<file path="src/rtl/memory_access_stage.sv">
// ============================================================================
// memory_access_stage
//
// Purpose:
//   MEM stage of a RISC-V style pipeline. It turns an EX/MEM load or store
//   request into a single data-bus transaction. It formats load data back to
//   32 bits for MEM/WB. It stalls the upstream pipeline while the bus is busy.
//   Accesses that are misaligned or have an undefined size are rejected
//   without touching the bus.
//
//   FSM: IDLE -> ACCESS -> DONE -> IDLE
//     IDLE   : waits for a request. Legal requests are latched and raise
//              stall combinationally in the same cycle. Illegal requests
//              pulse misalignedFault.
//     ACCESS : drives a stable bus request until busReady is seen.
//     DONE   : releases stall and pulses loadValid for loads. The held
//              upstream op is not re-issued.
//
// Parameters:
//   TIMEOUT_CYCLES - bus wait limit in cycles (1..255). Used only when
//                    MEM_TIMEOUT_EN is defined.
//
// Configuration macro:
//   MEM_TIMEOUT_EN - when defined, an ACCESS that sees no busReady for
//                    TIMEOUT_CYCLES cycles is aborted and busFault pulses.
//                    When undefined, ACCESS waits indefinitely and busFault
//                    is tied low.
//
// Ports:
//   clock              in   rising-edge clock
//   reset              in   synchronous, active-high reset
//   address[31:0]      in   effective address (EX/MEM ALU result)
//   storeData[31:0]    in   rs2 value for stores
//   func3[2:0]         in   size/sign: 000 B, 001 H, 010 W, 100 BU, 101 HU
//   memoryReadEnable   in   load request
//   memoryWriteEnable  in   store request (wins when both are set)
//   busRequest         out  bus transaction valid
//   busWrite           out  1 = store, 0 = load
//   busAddress[31:0]   out  word-aligned address
//   busWriteData[31:0] out  store data replicated into byte lanes
//   busByteEnable[3:0] out  byte lane strobes
//   busReady           in   bus completion acknowledge
//   busReadData[31:0]  in   bus read word
//   loadData[31:0]     out  formatted load result (holds between loads)
//   loadValid          out  one-cycle pulse, loadData valid
//   stall              out  hold upstream pipeline registers
//   misalignedFault    out  one-cycle pulse, access rejected
//   busFault           out  one-cycle pulse, bus timeout
// ============================================================================
module memory_access_stage #(
    parameter int TIMEOUT_CYCLES = 255
) (
    input  logic        clock,
    input  logic        reset,
    input  logic [31:0] address,
    input  logic [31:0] storeData,
    input  logic [2:0]  func3,
    input  logic        memoryReadEnable,
    input  logic        memoryWriteEnable,
    output logic        busRequest,
    output logic        busWrite,
    output logic [31:0] busAddress,
    output logic [31:0] busWriteData,
    output logic [3:0]  busByteEnable,
    input  logic        busReady,
    input  logic [31:0] busReadData,
    output logic [31:0] loadData,
    output logic        loadValid,
    output logic        stall,
    output logic        misalignedFault,
    output logic        busFault
);

    typedef enum logic [1:0] {
        IDLE   = 2'd0,
        ACCESS = 2'd1,
        DONE   = 2'd2
    } state_t;

    localparam logic [2:0] F3_B  = 3'b000;
    localparam logic [2:0] F3_H  = 3'b001;
    localparam logic [2:0] F3_W  = 3'b010;
    localparam logic [2:0] F3_BU = 3'b100;
    localparam logic [2:0] F3_HU = 3'b101;

    // Reject an out-of-range wait limit when the design is elaborated.
    if (TIMEOUT_CYCLES < 1 || TIMEOUT_CYCLES > 255) begin : g_timeout_range_check
        $error("memory_access_stage: TIMEOUT_CYCLES must be within 1..255");
    end

    // ------------------------------------------------------------------
    // State and registered outputs
    // ------------------------------------------------------------------
    state_t      r_state;
    logic        r_bus_request;
    logic        r_bus_write;
    logic [31:0] r_bus_address;
    logic [31:0] r_bus_write_data;
    logic [3:0]  r_bus_byte_enable;
    logic [31:0] r_load_data;
    logic        r_load_valid;
    logic        r_misaligned_fault;

    // The load formatter needs the size/sign and the byte offset after the
    // upstream op is released, so they are kept alongside the bus fields.
    logic [2:0]  r_func3;
    logic [1:0]  r_byte_offset;

    // ------------------------------------------------------------------
    // Request decode
    // ------------------------------------------------------------------
    logic        w_enable;
    logic        w_is_store;
    logic        w_legal;
    logic        w_start;
    logic [3:0]  w_byte_enable;
    logic [31:0] w_write_data;
    logic        w_timeout;

    assign w_enable   = memoryReadEnable | memoryWriteEnable;
    assign w_is_store = memoryWriteEnable;   // both enables set -> store
    assign w_start    = w_enable & w_legal;

    // NOTE: every output of a combinational block gets a default before the
    // case, so no path leaves a value unassigned and no latch is inferred.
    always_comb begin
        w_legal       = 1'b0;
        w_byte_enable = 4'b0000;
        w_write_data  = storeData;
        case (func3)
            F3_B, F3_BU: begin
                w_legal       = 1'b1;
                w_byte_enable = 4'b0001 << address[1:0];
                w_write_data  = {4{storeData[7:0]}};
            end
            F3_H, F3_HU: begin
                w_legal       = ~address[0];
                w_byte_enable = address[1] ? 4'b1100 : 4'b0011;
                w_write_data  = {2{storeData[15:0]}};
            end
            F3_W: begin
                w_legal       = (address[1:0] == 2'b00);
                w_byte_enable = 4'b1111;
                w_write_data  = storeData;
            end
            default: begin
                // 011, 110, 111 are undefined sizes and are rejected.
                w_legal = 1'b0;
            end
        endcase
    end

    // ------------------------------------------------------------------
    // Load formatting from the latched size/offset
    // ------------------------------------------------------------------
    logic [7:0]  w_sel_byte;
    logic [15:0] w_sel_half;
    logic [31:0] w_load_formatted;

    always_comb begin
        case (r_byte_offset)
            2'd1:    w_sel_byte = busReadData[15:8];
            2'd2:    w_sel_byte = busReadData[23:16];
            2'd3:    w_sel_byte = busReadData[31:24];
            default: w_sel_byte = busReadData[7:0];
        endcase
        w_sel_half = r_byte_offset[1] ? busReadData[31:16] : busReadData[15:0];

        case (r_func3)
            F3_B:    w_load_formatted = {{24{w_sel_byte[7]}}, w_sel_byte};
            F3_BU:   w_load_formatted = {24'h000000, w_sel_byte};
            F3_H:    w_load_formatted = {{16{w_sel_half[15]}}, w_sel_half};
            F3_HU:   w_load_formatted = {16'h0000, w_sel_half};
            default: w_load_formatted = busReadData;
        endcase
    end

    // ------------------------------------------------------------------
    // Optional bus timeout
    // ------------------------------------------------------------------
`ifdef MEM_TIMEOUT_EN
    localparam logic [7:0] TIMEOUT_LAST = 8'(TIMEOUT_CYCLES - 1);

    logic [7:0] r_wait_count;
    logic       r_bus_fault;

    // The limit is reached in the ACCESS cycle that would make the count
    // equal TIMEOUT_CYCLES. busReady in that same cycle still wins.
    assign w_timeout = (r_wait_count == TIMEOUT_LAST);
    assign busFault  = r_bus_fault;
`else
    assign w_timeout = 1'b0;
    assign busFault  = 1'b0;
`endif

    // ------------------------------------------------------------------
    // FSM with registered outputs
    // ------------------------------------------------------------------
    // NOTE: all state here is updated with non-blocking assignments. Every
    // register then samples the pre-edge values of the others, which
    // avoids ordering races between always blocks.
    always_ff @(posedge clock) begin
        if (reset) begin
            r_state            <= IDLE;
            r_bus_request      <= 1'b0;
            r_bus_write        <= 1'b0;
            r_bus_address      <= 32'h0;
            r_bus_write_data   <= 32'h0;
            r_bus_byte_enable  <= 4'b0000;
            r_load_data        <= 32'h0;
            r_load_valid       <= 1'b0;
            r_misaligned_fault <= 1'b0;
            r_func3            <= 3'b000;
            r_byte_offset      <= 2'b00;
`ifdef MEM_TIMEOUT_EN
            r_wait_count       <= 8'h00;
            r_bus_fault        <= 1'b0;
`endif
        end else begin
            // Pulse outputs default low; the cases below raise them for one cycle.
            r_load_valid       <= 1'b0;
            r_misaligned_fault <= 1'b0;
`ifdef MEM_TIMEOUT_EN
            r_bus_fault        <= 1'b0;
`endif
            case (r_state)
                IDLE: begin
                    if (w_enable) begin
                        if (w_legal) begin
                            r_state           <= ACCESS;
                            r_bus_request     <= 1'b1;
                            r_bus_write       <= w_is_store;
                            r_bus_address     <= {address[31:2], 2'b00};
                            r_bus_write_data  <= w_is_store ? w_write_data : 32'h0;
                            r_bus_byte_enable <= w_byte_enable;
                            r_func3           <= func3;
                            r_byte_offset     <= address[1:0];
`ifdef MEM_TIMEOUT_EN
                            r_wait_count      <= 8'h00;
`endif
                        end else begin
                            r_misaligned_fault <= 1'b1;
                        end
                    end
                end

                ACCESS: begin
                    if (busReady) begin
                        if (!r_bus_write) begin
                            r_load_data  <= w_load_formatted;
                            r_load_valid <= 1'b1;
                        end
                        r_state           <= DONE;
                        r_bus_request     <= 1'b0;
                        r_bus_write       <= 1'b0;
                        r_bus_address     <= 32'h0;
                        r_bus_write_data  <= 32'h0;
                        r_bus_byte_enable <= 4'b0000;
                    end else if (w_timeout) begin
                        r_state           <= IDLE;
                        r_bus_request     <= 1'b0;
                        r_bus_write       <= 1'b0;
                        r_bus_address     <= 32'h0;
                        r_bus_write_data  <= 32'h0;
                        r_bus_byte_enable <= 4'b0000;
`ifdef MEM_TIMEOUT_EN
                        r_bus_fault       <= 1'b1;
`endif
                    end else begin
`ifdef MEM_TIMEOUT_EN
                        r_wait_count <= r_wait_count + 8'h01;
`endif
                    end
                end

                DONE: begin
                    // The upstream op still on the inputs is the one just
                    // completed, so it is ignored here.
                    r_state <= IDLE;
                end

                default: begin
                    r_state <= IDLE;
                end
            endcase
        end
    end

    // ------------------------------------------------------------------
    // Outputs
    // ------------------------------------------------------------------
    // stall rises in the request cycle itself, so upstream holds the op
    // while it is still being latched.
    assign stall = (r_state == ACCESS) || ((r_state == IDLE) && w_start);

    assign busRequest      = r_bus_request;
    assign busWrite        = r_bus_write;
    assign busAddress      = r_bus_address;
    assign busWriteData    = r_bus_write_data;
    assign busByteEnable   = r_bus_byte_enable;
    assign loadData        = r_load_data;
    assign loadValid       = r_load_valid;
    assign misalignedFault = r_misaligned_fault;

endmodule

</file>
<file path="config.mk">
export PLATFORM = sky130hd
export DESIGN_NAME = memory_access_stage
export DESIGN_NICKNAME = d
export VERILOG_FILES = /design/src/rtl/memory_access_stage.sv
export SDC_FILE = /design/constraint.sdc
export NUM_CORES = 1
export LEC_CHECK = 0
export BUFFER_PORTS_ARGS = -buffer_cell sky130_fd_sc_hd__buf_4
export CORE_UTILIZATION = 50
export DETAILED_ROUTE_END_ITERATION = 7
export GPL_ROUTABILITY_DRIVEN = 0
export GPL_TIMING_DRIVEN = 0
export HOLD_SLACK_MARGIN = 0.02
export PLACE_DENSITY = 0.85
export SETUP_SLACK_MARGIN = 0.4
export SLEW_MARGIN = 30
export SYNTH_ARGS = -nofsm -noshare
export SYNTH_HDL_FRONTEND = slang
export SYNTH_SLANG_ARGS = --single-unit
export TNS_END_PERCENT = 1
</file>
<file path="constraint.sdc">
create_clock -name clock -period 3.31 [get_ports clock]
set_clock_uncertainty 0.2 [all_clocks]
set_input_delay 0.4965 -clock clock [delete_from_list [all_inputs] [get_ports clock]]
set_output_delay 0.4965 -clock clock [all_outputs]
set_load 0.03 [all_outputs]
</file>
==> After elaboration in Yosys (flattened, before gate mapping) <==
Index checks and enable logic that the tools add are counted.
{ "classes": {"bitwise": 8, "n_shift": 1, "eq_ne": 14, "reduce_logical": 15, "mux": 32} }
{ "op_table": {"columns": ["op", "count"], "rows": [
  ["32-bit 2-to-1 mux", 6],
  ["32-bit case mux with 2 select lines", 3],
  ["32-bit case mux with 4 select lines", 1],
  ["8-bit case mux with 3 select lines", 1],
  ["16-bit 2-to-1 mux", 1],
  ["4-bit 2-to-1 mux", 4],
  ["3-bit == test (second input constant)", 4],
  ["4-bit case mux with 3 select lines", 1],
  ["3-bit AND reduction", 3],
  ["4-bit case mux with 2 select lines", 1],
  ["1-bit 2-to-1 mux", 7],
  ["3-bit by 1-bit == test with 1-bit output (second input constant)", 2],
  ["3-bit zero test", 2],
  ["2-bit 2-to-1 mux", 3],
  ["2-bit inequality test (second input constant)", 3],
  ["1-bit inverter", 6],
  ["3-bit OR reduction", 2],
  ["2-bit by 1-bit == test with 1-bit output (second input constant)", 2],
  ["2-bit == test (second input constant)", 2],
  ["2-bit zero test", 2],
  ["1-bit case mux with 2 select lines", 2],
  ["2-bit case mux with 2 select lines", 1],
  ["4-bit AND reduction", 1],
  ["2-bit OR reduction", 2],
  ["other kinds (8)", 8]
]} }
{ "word_totals": {"register_bits": 111, "out_inout_bits": 106} }

==> Depth between registers and ports, before layout <==
Gate-level depths: netlist (run 1).
{ "depth": {"ltp_word": 7, "ltp_mapped": 6} }

==> Least setup slack after synthesis (run 1) <==
No wires, ideal clock.
{ "synth_timing": {"kind": "input-to-output", "start": "input address[1]", "end": "output stall", "cell_stages": 4, "path_buffers": 1, "arrival_time_ns": 1.481, "path_slack_ns": 1.133, "cell_sequence": "nor4_4 o221a_2 buf_2 or2_2"} }
{ "synth_between": {"elab_chain_cells": 5} }
{ "synth_rtl": {"columns": ["item", "line", "text"], "rows": [
  ["start: declaration", "55", "input logic [31:0] address,"],
  ["2-bit zero test", "142", "w_legal = (address[1:0] == 2'b00);"],
  ["1-bit case mux with 3 select lines", "130", "case (func3)"],
  ["1-bit bitwise AND", "122", "assign w_start = w_enable & w_legal;"],
  ["1-bit logical AND", "294", "assign stall = (r_state == ACCESS) || ((r_state == IDLE) && w_start);"],
  ["1-bit logical OR", "294", null],
  ["end: declaration", "69", "output logic stall,"]
]} }
Every way passes these cells.

==> Final worst setup path (run 1) <==
Ends and elaborated chain as after synthesis.

==> out/metrics.cfg, run 1 <==
[synth]
synth-main-ff-cell = dfxtp_1
seq_area_frac_synth_pct = 48.2
synth_cells = 475
yosysWarnings = 0
synthArstFlopShare_pct = 0
synth-edff-count = 0
ys_seq_elements = 109
postSynthAreaPerCell_um2 = 9.54
syn_area_mm2 = 0.00453
synth_cell_types = 44

[setup_path]
reg2reg_from = r_byte_offset[1]$_SDFFE_PP0P_
cpMostUsedCell = buf_4
cpPeakStageDelay_ns = 0.37
rr_worst_depth = 5
crit_required_ns = 2.61
critPathLaunchType = input port
path_class = input port to output port
crit_arrival_ns = 1.79
cp-endpoint = stall
cp-startpoint = address[1]
path_cells = buf_4 > nor4_4 > o221a_2 > buf_2 > or2_2 > buf_4
r2r-end = loadData[26]$_SDFFE_PP0P_
r2r_slack_ns = 1.09
critPathCaptureType = output port
cp_max_fo = 7
crit_path_top_delay_cell = nor4_4

[die]
start_util_pct = 51.7
die_w_um = 97.2
die_area_mm2 = 0.00945
io_pins = 210
die_h_um = 97.2
coreArea_mm2 = 0.00876
std_cell_rows = 34

[clock_tree]
clock_path_buffers = 2
numCtsBuffers = 9
clockRootBuffer = clkbuf_8
clkLatencyLatePin_ns = 0.37
cts.sinks = 109
clk_pin_slew_worst_paths_ns = 0.10
cts_tree = yes
post_cts_buffers = 0
htree_levels = 3
hold_buffers = 0
cts_resized = 0

[final_layout]
fillers = 670
final_cell_area_mm2 = 0.00643
layout-drive-gt1-share_pct = 37.3
nNetsFinal = 798
stdcell_count = 807
antenna_cells = 0
post-route-util_pct = 73.3
area_delta_synth_final_pct = 41.9

[routing]
dr_wl_met3_mm = 1.17
drt_iter0_markers = 161
met2_length_mm = 6.73
top_layer_used = met4
drc = 0
m1WireLength_mm = 5.64
vias = 4627
totalWireLength_mm = 14.2
dr.pass1.iters = 5
drtAntennaViolNets = 0
via_per_inst = 5.73
wl_per_cell_um = 17.6

[timing]
holdWs_ns = 0.128
slew_headroom_pct = 47.7
rsz0062_at_grt = false
setup_viol = 0
post-route-period-util_pct = 75.1
setup_ws_ns = 0.823
period_minus_slack_ns = 2.49
worstMarginPinSlew_ns = 0.784
fmax_ghz = 0.402
finalMaxSlewViolations = 0
setup_tns_ns = 0
hold_viol_final = 0

[placement]
port_buffers = 206
post_dp_cell_area_mm2 = 0.00622
post-dp-hpwl_mm = 11.0
place_ws_ns = 0.825
place_inst = 791

[pwr]
peakVddDrop_mv = 0.292
report.power.total_mw = 2.98
p_leak_nw = 2.84
p_per_area_mw_per_mm2 = 464

[global_route]
antenna_found_initial = 0
first_global_vias = 4640
grt-ovfl-total = 0
grt_util_all_layers_pct = 29.9
grt_first_pass_wirelength_mm = 22.6
grt_max_degree = 19

[worst_hold_path]
holdCritPathClass = input port to flop

[flow_run]
max_cap_violations = 0

[run_status]
status = completed

[sequential cells by signal, summed over array words and instances, names as in the netlist]
register	flops
loadValid	1
busWriteData	32
misalignedFault	1
busWrite	1
loadData	32
r_func3	3
busRequest	1
r_byte_offset	2
busAddress	30
busByteEnable	4
r_state	2
[cell usage in the layout (no fill, tap or decap), types with 4 or more instances in the layout]
cell and count:
a22oi_1 6, a31oi_1 7, and2_1 7, nor3_1 9, nand3b_1 4, o32ai_1 13, a22o_1 47, nor2b_1 4
buf_4 210, a211oi_1 31, a21oi_1 6, buf_2 7, nand2b_1 8, dfxtp_1 109, o21ai_0 6, clkbuf_8 10
mux2i_1 14, clkbuf_1 25, o2bb2ai_1 9, inv_1 21, o221a_2 8, nor2_1 62, nand2_1 34
[worst max-delay path, delay by kind of cell]
kind	cells	cell delay, ns
buffers and inverters	3	0.53
and+or+nand+nor	2	0.52
AOI/OAI and AO/OA	1	0.24
[cell type report]
class,count,area [µm²],area share [%]
clock buffers,10,138,2.14
repair buffers,206,1550,24.1
well taps,108,135,2.10
plain buffers,38,181,2.82
clock inverters,6,70.1,1.09
multi-input cells,309,2100,32.6
inverters,21,78.8,1.23
flip-flops and latches,109,2180,33.9
[layer usage]
metal / track usage (%) / vias to the layer above
met3: 8.06 / 46
met4: 17.5 / 0
met5: 0 / -
met2: 49.8 / 251
met1: 34.4 / 2161
li1: - / 2169
[report_power, final]
part	switching [mW]	internal, mW	total [mW]	leakage [nW]
clock	0.472	0.378	0.850	0.101
combinational	0.403	0.293	0.696	1.85
sequential	0.0483	1.39	1.44	0.889
[worst min-delay path by stage]
stage | start | to | slack, ns | cells past startpoint
2_1_floorplan | r_func3[2]$_SDFFE_PP0P_ | r_func3[2]$_SDFFE_PP0P_ | 0.29 | 2
3_3_place_gp | busWriteData[8]$_SDFFE_PP0P_ | busWriteData[8]$_SDFFE_PP0P_ | 0.24 | 2
3_5_place_dp | busWriteData[23]$_SDFFE_PP0P_ | busWriteData[23]$_SDFFE_PP0P_ | 0.25 | 1
4_1_cts | address[17] | busAddress[17]$_SDFFE_PP0P_ | 0.12 | 2
5_1_grt | address[13] | busAddress[13]$_SDFFE_PP0P_ | 0.11 | 2
6_report | address[17] | busAddress[17]$_SDFFE_PP0P_ | 0.13 | 2
[synthesized netlist by cell type (3+ instances only)]
master | count | area [µm²]
a21o_1 | 3 | 22.5
mux2i_1 | 14 | 140
buf_2 | 7 | 35.0
a22o_1 | 47 | 412
nand2_1 | 34 | 128
nor2_1 | 62 | 233
a31oi_1 | 7 | 43.8
and2_1 | 7 | 43.8
nand2b_1 | 8 | 50.1
o32ai_1 | 13 | 114
clkbuf_1 | 25 | 93.8
nor2b_1 | 4 | 25.0
a211oi_1 | 31 | 233
or2_2 | 3 | 18.8
o221a_2 | 8 | 90.1
o21ai_0 | 6 | 30.0
a21oi_1 | 6 | 30.0
dfxtp_1 | 109 | 2180
nand3b_1 | 4 | 30.0
inv_1 | 21 | 78.8
buf_4 | 4 | 30.0
nor3_1 | 9 | 45.0
o2bb2ai_1 | 9 | 78.8
a22oi_1 | 6 | 45.0
[cells by family after synthesis]
kind of cell / after synthesis / share of synthesized area (%)
and+or+nand+nor: 140 / 14.9
muxes: 17 / 4.09
other: 1 / 0.0828
DFF: 109 / 48.2
AOI/OAI and AO/OA: 149 / 27.1
buffers and inverters: 59 / 5.74
Note: power is estimated with default switching activity, not from simulation.
==> inputs of run 2 (changes only) <==
--- a/config.mk
+++ b/config.mk
@@ -5,13 +5,14 @@
 export SDC_FILE = /design/constraint.sdc
 export NUM_CORES = 1
 export LEC_CHECK = 0
+export ABC_AREA = 1
 export BUFFER_PORTS_ARGS = -buffer_cell sky130_fd_sc_hd__buf_4
-export CORE_UTILIZATION = 50
+export CORE_UTILIZATION = 44
 export DETAILED_ROUTE_END_ITERATION = 7
 export GPL_ROUTABILITY_DRIVEN = 0
 export GPL_TIMING_DRIVEN = 0
 export HOLD_SLACK_MARGIN = 0.02
-export PLACE_DENSITY = 0.85
+export PLACE_DENSITY = 0.77
 export SETUP_SLACK_MARGIN = 0.4
 export SLEW_MARGIN = 30
 export SYNTH_ARGS = -nofsm -noshare
==> constraint.sdc (replaced) <==
create_clock -name clock -period 2.1 [get_ports clock]
set_clock_uncertainty 0.2 [all_clocks]
set_input_delay 0.315 -clock clock [delete_from_list [all_inputs] [get_ports clock]]
set_output_delay 0.315 -clock clock [all_outputs]
set_load 0.03 [all_outputs]
==> run 2 against run 1 <==
Compared with the run above:
- critical path depth unchanged
- sequential power increased by 58%
- combinational power grew 120%
- sequential share of layout area decreased by 4.7 points
- critical path type is now flop to output port
- critical endpoint unchanged
==> out/metrics.cfg, run 2 <==
[synth]
yosysWarnings = 0
netlist.area_leader.share_pct = 42.1
synth_area_leaders = dfxtp_1, nand2_1, a21oi_1, nand3_1, nor2_1
ys_seq_elements = 109
postSynthAreaPerCell_um2 = 6.79
syn_area_mm2 = 0.00518
synth-edff-count = 0
synthArstFlopShare_pct = 0
seq_area_frac_synth_pct = 42.1
synth-main-ff-cell = dfxtp_1
synth_cells = 763
synth_cell_types = 30
synth_top_cells_by_count = nand2_1, dfxtp_1, a21oi_1
synthMostInstantiatedCell = nand2_1
synth.largest_area_cell = dfxtp_1

[clock_tree]
clockRootBuffer = clkbuf_16
cts.sinks = 109
clk_pin_slew_worst_paths_ns = 0.07
cts_tree = yes
clock_path_buffers = 2
clkLatencyLatePin_ns = 0.36
numCtsBuffers = 9
htree_levels = 3
hold_buffers = 0

[setup_path]
cp-startpoint = r_state[1]$_SDFFE_PP0P_
reg2reg_from = r_state[0]$_SDFFE_PP0P_
crit_arrival_ns = 1.27
crit_required_ns = 1.58
cp_max_fo = 3
critPathCaptureType = output port
path_class = flop to output port
critPathLaunchType = flop

[routing]
wl_per_cell_um = 14.8
dr.pass1.iters = 6
vias = 6012
drtAntennaViolNets = 0
totalWireLength_mm = 17.0
via_per_inst = 5.25
drt_iter0_markers = 532
drc = 0

[timing]
finalMaxSlewViolations = 0
setup_tns_ns = 0
setup_viol = 0
rsz0062_at_grt = true
worstMarginPinSlew_ns = 0.628
holdWs_ns = 0.0292
setup_ws_ns = 0.311
post-route-period-util_pct = 85.2
fmax_ghz = 0.559
period_minus_slack_ns = 1.79
slew_headroom_pct = 58.1
hold_viol_final = 0

[final_layout]
fillers = 1037
layout_common_cells = buf_4, nand2_1, dfxtp_1, a21oi_1, nand3_1
area_delta_synth_final_pct = 44.1
final_cell_area_mm2 = 0.00747
layout-drive-gt1-share_pct = 30.2
antenna_cells = 0
nNetsFinal = 1101
final_common_cell = buf_4

[die]
die_h_um = 111
die_area_mm2 = 0.0122
io_pins = 210
die_w_um = 111
coreArea_mm2 = 0.0115
start_util_pct = 45.2
std_cell_rows = 39

[placement]
place_ws_ns = 0.0571
port_buffers = 204
post_dp_cell_area_mm2 = 0.00691
post-dp-hpwl_mm = 12.4

[flow_run]
max_cap_violations = 0

[pwr]
combPwrFrac_pct = 27.0
peakVddDrop_mv = 0.549
p_int_mw = 3.88
seqPwrFrac_pct = 40.1
p_leak_nw = 3.59
p_clk_share_pct = 32.9
p_switching_mw = 1.79
p_per_area_mw_per_mm2 = 760
p_sw_share_pct = 31.6

[global_route]
antenna_found_initial = 0
grt-ovfl-total = 0
grt_first_pass_wirelength_mm = 26.4
grt_max_degree = 18
first_global_vias = 5392
grt_util_all_layers_pct = 27.0

[worst_hold_path]
min_from = address[2]
holdCritPathClass = input port to flop

[run_status]
status = completed

## run 2: power groups by stage
stage / Sequential, mW / Combinational, mW / Clock, mW
3_5_place_dp: 2.32 / 1.42 / 0
2_1_floorplan: 2.56 / 0.627 / 0
6_report: 2.28 / 1.53 / 1.87
4_1_cts: 2.27 / 1.44 / 1.90
3_3_place_gp: 2.32 / 1.41 / 0
5_1_grt: 2.29 / 1.66 / 1.98
## run 2: worst paths after layout
kind	to	slack [ns]	cells past startpoint
worst max-delay path	stall	0.31	6
worst min-delay path	busAddress[2]$_SDFFE_PP0P_	0.03	3
worst max register to register	busWriteData[17]$_SDFFE_PP0P_	0.35	6
worst min register to register	busWriteData[20]$_SDFFE_PP0P_	0.26	2
## run 2: critical path, cell delays in order, from the launching register on
cell and delay, ns:
dfxtp_4 0.37, nor2_4 0.12, o21ai_4 0.09, inv_4 0.09, nand2_8 0.06, nand2_4 0.05
buf_6 0.13
## run 2: final cells by class
type,instances,area (µm²),area share [%]
clock buffer,11,243,3.25
multi-input combinational,540,2550,34.1
timing repair buffer,221,1660,22.2
buffer,57,342,4.57
sequential,109,2190,29.3
inverter,59,230,3.08
clock inverter,5,81.3,1.09
tap,143,179,2.39
## run 2: timing repair
item | in CTS | in global routing
endpoints found under the setup margin | 90 | 106
cloned | 0 | 1
buffers inserted | 5 | 11
hold endpoints to repair | 0 | 0
pin swaps | 1 | 5
gates resized for setup | 5 | 36
## run 2: logic make-up after synthesis
logic type             synth area share [%]
DFF                                    42.1
other                                0.0723
and+or+nand+nor                        33.2
buffers and inverters                  10.3
AOI/OAI and AO/OA                      14.3
## run 2: through the flow
| step | power, mW | instances | util [%] |
|---|---|---|---|
| floorplan | 3.18 | 765 | - |
| global placement | 3.73 | 1112 | 60.3 |
| detailed placement | 3.74 | 1112 | 60.3 |
| CTS | 5.61 | 1133 | 63.6 |
| global route | 5.93 | 1145 | 65.2 |
| finish | 5.68 | 1145 | 65.2 |
## run 2: per-layer routing
| metal | track usage (%) | wire, µm | vias up |
|---|---|---|---|
| li1 | - | - | 2975 |
| met1 | 35.1 | 7380 | 2718 |
| met2 | 42.4 | 7850 | 277 |
| met3 | 5.16 | 1210 | 42 |
| met4 | 14.1 | 544 | 0 |
| met5 | 0 | 0 | - |
==> inputs of run 3 (changes only) <==
--- a/config.mk
+++ b/config.mk
@@ -7,12 +7,13 @@
 export LEC_CHECK = 0
 export ABC_AREA = 1
 export BUFFER_PORTS_ARGS = -buffer_cell sky130_fd_sc_hd__buf_4
+export CAP_MARGIN = 5
 export CORE_UTILIZATION = 44
 export DETAILED_ROUTE_END_ITERATION = 7
 export GPL_ROUTABILITY_DRIVEN = 0
 export GPL_TIMING_DRIVEN = 0
 export HOLD_SLACK_MARGIN = 0.02
-export PLACE_DENSITY = 0.77
+export PLACE_DENSITY = 0.78
 export SETUP_SLACK_MARGIN = 0.4
 export SLEW_MARGIN = 30
 export SYNTH_ARGS = -nofsm -noshare
==> run 3 against run 2 <==
Compared with the run above:
- combinational power shrank 3%
- clock-buffer cell count grew 1
- final cell count shrank 0.79%
- register-to-register slack lost 0.04 ns
- sequential power is essentially flat
- first-iteration DRC count shrank 3.2%
- maximum frequency shrank 0.13%
- routed wire length shrank 1.8%
- clock power shrank 9%
- final area shrank 1.8%
- total power shrank 3.7%
- critical path type is now flop to flop
- largest power group unchanged
==> out/metrics.cfg, run 3 (synthesis gave the netlist of run 2 again) <==
[run_status]
status = completed

[global_route]
grt_first_pass_wirelength_mm = 26.7
antenna_found_initial = 0
grt_util_all_layers_pct = 27.1
grt-ovfl-total = 0
first_global_vias = 5569
grt_max_degree = 17

[placement]
post-dp-hpwl_mm = 12.5
port_buffers = 204

[clock_tree]
clockRootBuffer = clkbuf_16
clock_path_buffers = 2
cts_tree = yes
clkLatencyLatePin_ns = 0.35
hold_buffers = 0
clk_pin_slew_worst_paths_ns = 0.07
cts.sinks = 109
numCtsBuffers = 9
htree_levels = 3

[worst_hold_path]
hold_depth = 3
holdCritPathClass = input port to flop

[routing]
drt_iter0_markers = 515
drtAntennaViolNets = 0
wl_per_cell_um = 14.7
drc = 0
totalWireLength_mm = 16.7
vias = 5948
via_per_inst = 5.24
dr.pass1.iters = 6

[timing]
worstMarginPinSlew_ns = 0.633
fmax_ghz = 0.558
slew_headroom_pct = 57.6
rsz0062_at_grt = true
hold_viol_final = 0
post-route-period-util_pct = 85.3
setup_viol = 0
period_minus_slack_ns = 1.79
setup_tns_ns = 0
finalMaxSlewViolations = 0

[final_layout]
nNetsFinal = 1092
final_common_cell = buf_4
area_delta_synth_final_pct = 41.6
antenna_cells = 0
layout-drive-gt1-share_pct = 28.6
layout_common_cells = buf_4, nand2_1, dfxtp_1, a21oi_1, nand3_1

[setup_path]
path_cells = inv_1 > nor2_4 > nand2_1 > clkbuf_4 > buf_2 > a21oi_1 > nand3_1 > nand2_1 > inv_1
crit_required_ns = 2.15
path_class = flop to flop
rr_worst_depth = 9
cp_max_fo = 10
crit_path_top_delay_cell = dfxtp_2
cpPeakStageDelay_ns = 0.35
critPathLaunchType = flop
crit_arrival_ns = 1.84
critPathCaptureType = flop

[die]
die_h_um = 111
die_w_um = 111
std_cell_rows = 39
coreArea_mm2 = 0.0115
start_util_pct = 45.2
die_area_mm2 = 0.0122
io_pins = 210

[flow_run]
max_cap_violations = 0

[pwr]
p_per_area_mw_per_mm2 = 745
peakVddDrop_mv = 0.419
p_leak_nw = 3.52
report.power.total_mw = 5.47

## run 3: where the power goes
group          internal (mW)  total, mW  leakage [nW]  switching, mW
Combinational          0.570       1.49          2.49          0.916
Clock                  0.955       1.71         0.143          0.754
Sequential              2.20       2.28         0.890         0.0746
## run 3: stage by stage
step | utilization (%) | hold slack (ns) | instance area [µm²] | std cells | setup slack [ns]
after floorplan | - | 0.255 | 5200 | 765 | 0.469
after global placement | 60.3 | 0.248 | 6910 | 1112 | 0.101
after detailed placement | 60.3 | 0.252 | 6910 | 1112 | 0.0743
after CTS | 63.7 | 0.0312 | 7300 | 1135 | 0.351
after global routing | 64.0 | 0.0415 | 7340 | 1136 | 0.207
final | 64.0 | 0.0379 | 7340 | 1136 | 0.308
## run 3: critical path: cells and delay by family (launching register included)
kind | cells | cell delay [ns]
and+or+nand+nor | 4 | 0.45
DFF | 1 | 0.35
buffers and inverters | 4 | 0.54
AOI/OAI and AO/OA | 1 | 0.14
## run 3: cell type report
class	count	area [µm²]
inverter	59	230
tap	143	179
buffer	57	330
clock inverter	4	47.5
fill	1077	4130
sequential	109	2180
multi-input combinational	540	2530
timing repair buffer	212	1600
clock buffer	12	246
## run 3: final timing paths
check                                     start  slack [ns]                            end
hold reg to reg   busWriteData[18]$_SDFFE_PP0P_        0.26  busWriteData[18]$_SDFFE_PP0P_
hold / removal                      address[20]        0.04    busAddress[20]$_SDFFE_PP0P_
setup reg to reg        r_state[0]$_SDFFE_PP0P_        0.31       loadData[8]$_SDFFE_PP0P_
setup / recovery        r_state[0]$_SDFFE_PP0P_        0.31       loadData[8]$_SDFFE_PP0P_
## run 3: timing repair
item                                    4_1_cts  5_1_grt
endpoints found under the setup margin       90      102
setup buffers                                 7        1
pin swaps                                     3        1
resized for setup                            12       12
## run 3: metal layers
metal	global-route usage (%)	share of wire, %	vias to the layer above
met2	42.2	47	259
met5	0	0	-
met1	35.8	43	2688
met4	14.2	3.5	0
li1	-	-	2960
met3	4.67	6.5	41
